File: src/rtl/approx_mul_err_sweep.sv
// approx_mul_err_sweep: drives every W x W operand pair into an external
// combinational approximate multiplier and accumulates error statistics
// against an internally computed exact product.
//
// Ports:
//   clk_i, rst_i     clock (rising edge) and synchronous active-high reset
//   start_i          one-cycle pulse, begins a sweep from IDLE or DONE
//   abort_i          one-cycle pulse, cancels a running sweep
//   op_a_o, op_b_o   registered operands to the multiplier under test
//   approx_p_i       product returned for op_a_o/op_b_o in the same cycle
//   busy_o           high while sweeping or draining the pipeline
//   done_o           high once results are final, until next start or reset
//   err_count_o      number of pairs with a wrong product
//   sum_abs_err_o    sum of |approx - exact|
//   max_abs_err_o    largest |approx - exact|
//   worst_a_o/_b_o   operands of the first pair that reached max_abs_err_o
module approx_mul_err_sweep #(
  parameter int unsigned W     = 6,
  parameter int unsigned CNT_W = 2 * W + 1,
  parameter int unsigned SUM_W = 4 * W
) (
  input  logic             clk_i,
  input  logic             rst_i,
  input  logic             start_i,
  input  logic             abort_i,
  output logic [W-1:0]     op_a_o,
  output logic [W-1:0]     op_b_o,
  input  logic [2*W-1:0]   approx_p_i,
  output logic             busy_o,
  output logic             done_o,
  output logic [CNT_W-1:0] err_count_o,
  output logic [SUM_W-1:0] sum_abs_err_o,
  output logic [2*W-1:0]   max_abs_err_o,
  output logic [W-1:0]     worst_a_o,
  output logic [W-1:0]     worst_b_o
);

  localparam int unsigned P = 2 * W;

  typedef enum logic [1:0] {StIdle, StSweep, StDrain, StDone} state_e;

  state_e           state_q, state_d;
  // {op_a, op_b}; op_b is the fast-changing half
  logic [P-1:0]     idx_q, idx_d;
  // Stage-1 validity is implied by StSweep; stage 2 needs its own flag.
  logic             smp_vld_q, smp_vld_d;
  logic [P-1:0]     approx_q, approx_d;
  logic [P-1:0]     exact_q, exact_d;
  logic [W-1:0]     smp_a_q, smp_a_d;
  logic [W-1:0]     smp_b_q, smp_b_d;
  logic [CNT_W-1:0] err_cnt_q, err_cnt_d;
  logic [SUM_W-1:0] sum_q, sum_d;
  logic [P-1:0]     max_q, max_d;
  logic [W-1:0]     worst_a_q, worst_a_d;
  logic [W-1:0]     worst_b_q, worst_b_d;

  logic [P-1:0]     abs_err;
  logic             busy;

  assign busy    = (state_q == StSweep) || (state_q == StDrain);
  assign abs_err = (approx_q >= exact_q) ? (approx_q - exact_q) : (exact_q - approx_q);

  always_comb begin
    state_d   = state_q;
    idx_d     = idx_q;
    smp_vld_d = smp_vld_q;
    approx_d  = approx_q;
    exact_d   = exact_q;
    smp_a_d   = smp_a_q;
    smp_b_d   = smp_b_q;
    err_cnt_d = err_cnt_q;
    sum_d     = sum_q;
    max_d     = max_q;
    worst_a_d = worst_a_q;
    worst_b_d = worst_b_q;

    // An abort edge folds nothing; the pending sample is discarded.
    if (smp_vld_q && !(busy && abort_i)) begin
      if (abs_err != '0) begin
        err_cnt_d = err_cnt_q + CNT_W'(1);
      end
      sum_d = sum_q + SUM_W'(abs_err);
      // Strict compare keeps the first pair in sweep order on ties.
      if (abs_err > max_q) begin
        max_d     = abs_err;
        worst_a_d = smp_a_q;
        worst_b_d = smp_b_q;
      end
    end

    unique case (state_q)
      StIdle, StDone: begin
        if (start_i) begin
          state_d   = StSweep;
          idx_d     = '0;
          smp_vld_d = 1'b0;
          err_cnt_d = '0;
          sum_d     = '0;
          max_d     = '0;
          worst_a_d = '0;
          worst_b_d = '0;
        end
      end
      StSweep: begin
        if (abort_i) begin
          state_d   = StIdle;
          smp_vld_d = 1'b0;
        end else begin
          approx_d  = approx_p_i;
          exact_d   = P'(idx_q[P-1:W]) * P'(idx_q[W-1:0]);
          smp_a_d   = idx_q[P-1:W];
          smp_b_d   = idx_q[W-1:0];
          smp_vld_d = 1'b1;
          if (idx_q == '1) begin
            state_d = StDrain;    // operands hold the last pair
          end else begin
            idx_d = idx_q + P'(1);
          end
        end
      end
      StDrain: begin
        smp_vld_d = 1'b0;
        state_d   = abort_i ? StIdle : StDone;
      end
      default: state_d = StIdle;
    endcase
  end

  always_ff @(posedge clk_i) begin
    if (rst_i) begin
      state_q   <= StIdle;
      idx_q     <= '0;
      smp_vld_q <= 1'b0;
      approx_q  <= '0;
      exact_q   <= '0;
      smp_a_q   <= '0;
      smp_b_q   <= '0;
      err_cnt_q <= '0;
      sum_q     <= '0;
      max_q     <= '0;
      worst_a_q <= '0;
      worst_b_q <= '0;
    end else begin
      state_q   <= state_d;
      idx_q     <= idx_d;
      smp_vld_q <= smp_vld_d;
      approx_q  <= approx_d;
      exact_q   <= exact_d;
      smp_a_q   <= smp_a_d;
      smp_b_q   <= smp_b_d;
      err_cnt_q <= err_cnt_d;
      sum_q     <= sum_d;
      max_q     <= max_d;
      worst_a_q <= worst_a_d;
      worst_b_q <= worst_b_d;
    end
  end

  assign op_a_o        = idx_q[P-1:W];
  assign op_b_o        = idx_q[W-1:0];
  assign busy_o        = busy;
  assign done_o        = (state_q == StDone);
  assign err_count_o   = err_cnt_q;
  assign sum_abs_err_o = sum_q;
  assign max_abs_err_o = max_q;
  assign worst_a_o     = worst_a_q;
  assign worst_b_o     = worst_b_q;

endmodule
File: config.mk
export PLATFORM = sky130hd
export DESIGN_NAME = approx_mul_err_sweep
export DESIGN_NICKNAME = d
export VERILOG_FILES = /design/src/rtl/approx_mul_err_sweep.sv
export SDC_FILE = /design/constraint.sdc
export NUM_CORES = 1
export LEC_CHECK = 0
export BUFFER_PORTS_ARGS = -buffer_cell sky130_fd_sc_hd__buf_2
export CORE_MARGIN = 10
export CORE_UTILIZATION = 54
export CTS_BUF_LIST = sky130_fd_sc_hd__clkbuf_4 sky130_fd_sc_hd__clkbuf_8 sky130_fd_sc_hd__clkbuf_16
export DETAILED_ROUTE_END_ITERATION = 16
export GPL_ROUTABILITY_DRIVEN = 0
export PLACE_DENSITY = 0.89
export SLEW_MARGIN = 5
export SYNTH_ARGS = -nofsm -noshare
export SYNTH_HDL_FRONTEND = slang
export SYNTH_SLANG_ARGS = --single-unit
File: constraint.sdc
create_clock -name clk_i -period 4.15 [get_ports clk_i]
set_input_delay 0.2075 -clock clk_i [delete_from_list [all_inputs] [get_ports clk_i]]
set_output_delay 0.2075 -clock clk_i [all_outputs]
set_load 0.02 [all_outputs]
==> results.cfg <==
[outcome]
status = finished with violations
violations = negative setup slack

[clock_network]
htree_levels = 3
numClockSinks = 112
numCtsBuffers = 9
clkTransAtPathRegs_ns = 0.07
cts_root_buf = clkbuf_16
clkLatencyLatePin_ns = 0.36
cts_tree = built
cts_max_path_buffers = 2

[global_routing]
use_met1_pct = 24.50
grt_use_met3_pct = 4.192
grt_max_degree = 51
antenna_found_initial = 0
grt_pass1_wl_um = 33160
overflow = 0
grt_util_met2_pct = 32.74
grt_busiest_layer = met2
grt_pass1_vias = 6889
track_usage_pct = 19.77

[synth]
yosysWarnings = 0
synth_area_um2 = 7764
synth_async_sr_flop_share_pct = 0
syn-instance-count = 963
synth_edf_count = 0
synth_cell_types = 73
synth.avg_cell_area_um2 = 8.062
synth_seq_cells = 112
syn-num-nets = 1071
seq_area_frac_synth_pct = 28.88
synthFlopType = dfxtp_1

[sta]
hold_viol = 0
slew_headroom_pct = 26.72
worst_slew_pin_slew_ns = 1.099
setup_viol = 20
clock_skew_ns = 0.01052
fin_crit_ns = 4.266
setup_slack_ns = -0.1160
hold_slack_ns = 0.07898
setup-tns-final_ns = -0.8502
period_share_pct = 102.8
fmax_mhz = 234.4
drv_slew = 0

[setup_path]
cp-start-kind = flip-flop
cp-end-kind = flip-flop
path_class = flip-flop to flip-flop
crit_required_ns = 4.40
cp_max_fo = 7
critPathArrivalTime_ns = 4.51

[cells_and_area]
diodes = 0
fin_nets = 1183
finalInstanceArea_um2 = 9477
final_common_cell = nand2_1
instances_no_fill = 1260
final_cell_mix = 131 x nand2_1, 103 x dfxtp_1, 90 x buf_2
synthToLayoutAreaGrowth_pct = 22.06
drive_above_1_share_pct = 24.26
final_core_util_pct = 67.75

[detailed_routing]
drt_iter0_drc = 702
first_pass_iters = 5
routed_via_density = 6.051
wl_um = 22410
vias = 7624
drc = 0
ant_nets = 0
routedWlPerCell_um = 17.78

[worst_hold_path]
hp-class = input port to flip-flop

[floorplanning]
dieWidth_um = 139.9
start_util_pct = 55.50
ioPinCount = 91
rows = 43
core_area_um2 = 13990
die-area_um2 = 19570
die_h_um = 139.9

[pwr]
powerDensity_nw_per_um2 = 386.3
peakVddDrop_mv = 0.2146
finalPower_mw = 3.661
p_leak_nw = 4.115

[place]
place_ws_ns = -0.1211
io_buffers = 90
place_area_um2 = 8603
dp_cells = 1229
hpwl_um = 14930

[flow_run]
max_cap_viol_count = 0
-- report_power, final --
| part | switching (mW) | internal [mW] |
|---|---|---|
| Sequential | 0.0220 | 1.10 |
| Combinational | 0.988 | 0.711 |
| Clock | 0.414 | 0.428 |
-- path summary, 6_finish.rpt --
kind                  startpoint                 to  slack, ns  depth (start not counted)
setup / recovery     approx_q[0]  max_abs_err_o[11]      -0.12                         20
hold / removal    approx_p_i[10]       approx_q[10]       0.08                          3
setup reg to reg     approx_q[0]  max_abs_err_o[11]      -0.12                         20
hold reg to reg       smp_b_q[0]         smp_b_q[0]       0.45                          2
-- what timing repair did --
| action | 4_1_cts | 5_1_grt |
|---|---|---|
| hold endpoints to repair | 0 | 0 |
| setup buffers | 3 | 9 |
| pin swaps | 5 | 33 |
| endpoints found under the setup margin | 33 | 40 |
| hold buffers | 0 | 0 |
| cloned | 2 | 1 |
| gates resized for setup | 14 | 93 |
-- area by class of cell --
class / count / area (um^2)
Multi-Input combinational cell: 718 / 5400
Fill cell: 1017 / 4512
Sequential cell: 112 / 2253
Timing Repair Buffer: 153 / 1013
Inverter: 81 / 304.0
Clock buffer: 11 / 240.2
Tap cell: 180 / 225.2
Clock inverter: 5 / 40.04
-- flip-flops by register name (all words and copies together) (netlist names), 6 cells and up --
| signal | flops |
|---|---|
| idx_q | 12 |
| err_count_o | 13 |
| smp_a_q | 6 |
| worst_a_o | 6 |
| worst_b_o | 6 |
| approx_q | 12 |
| sum_abs_err_o | 24 |
| max_abs_err_o | 12 |
| smp_b_q | 6 |
| exact_q | 12 |
-- worst max-delay path, stage by stage (launching register included) --
cell,delay [ns]
dfxtp_2,0.33
inv_2,0.08
ha_4,0.14
inv_2,0.04
fa_2,0.39
a21oi_2,0.17
o21ai_2,0.09
a21o_1,0.22
buf_6,0.15
or4_1,0.47
and4_4,0.22
ha_1,0.30
nand4_1,0.19
nor2_2,0.22
a211oi_2,0.09
o21ai_1,0.09
o211ai_1,0.17
buf_4,0.22
clkbuf_16,0.17
buf_12,0.13
a211oi_2,0.26
-- kinds of logic after synthesis --
family          after synthesis  share of synthesized area, %
mux                          26                         3.368
simple gates                344                         21.56
compound gates              221                         18.68
xor+xnor                     35                         3.948
fa+ha+maj                    92                         16.76
flops                       112                         28.88
buf+inv                     133                         6.801
-- metal layers --
metal  routed length, um  up-vias  part of all wire, %
met5                   0        -                    0
met4                 974        0                  4.3
met3                2015       93                  9.0
met2               10680      413                   48
met1                8733     3584                   39
li1                    -     3534                    -
-- Yosys cell counts, types with 4 or more instances --
cell       instances  area (um^2)
o21bai_1           7        52.55
nand4_1           15        93.84
a21oi_1           91        455.4
and2_1            20        125.1
nor2b_1            7        43.79
xor2_1            16        140.1
inv_1             81        304.0
nor2_1            72        270.3
a211oi_1          16        120.1
buf_4              4        30.03
o21a_1             4        30.03
nor3_1             9        45.04
buf_2              5        25.02
o2111ai_1          4        35.03
or4_1              7        52.55
nand2b_1          16        100.1
nand3_1           20        100.1
o211ai_1           8        60.06
o21ai_0           30        150.1
a21o_1            13        97.59
nand2_1          135        506.7
ha_1              72        900.9
and3_1             9        56.30
o31ai_1            7        52.55
a2111oi_0          4        35.03
clkbuf_1          40        150.1
a211o_1            5        43.79
o21ai_1            4        20.02
or3_1             12        75.07
xnor2_1           19        166.4
mux2i_1           25        250.2
fa_1              20        400.4
dfxtp_1          112         2242
Note: power is estimated with default switching activity, not from simulation.
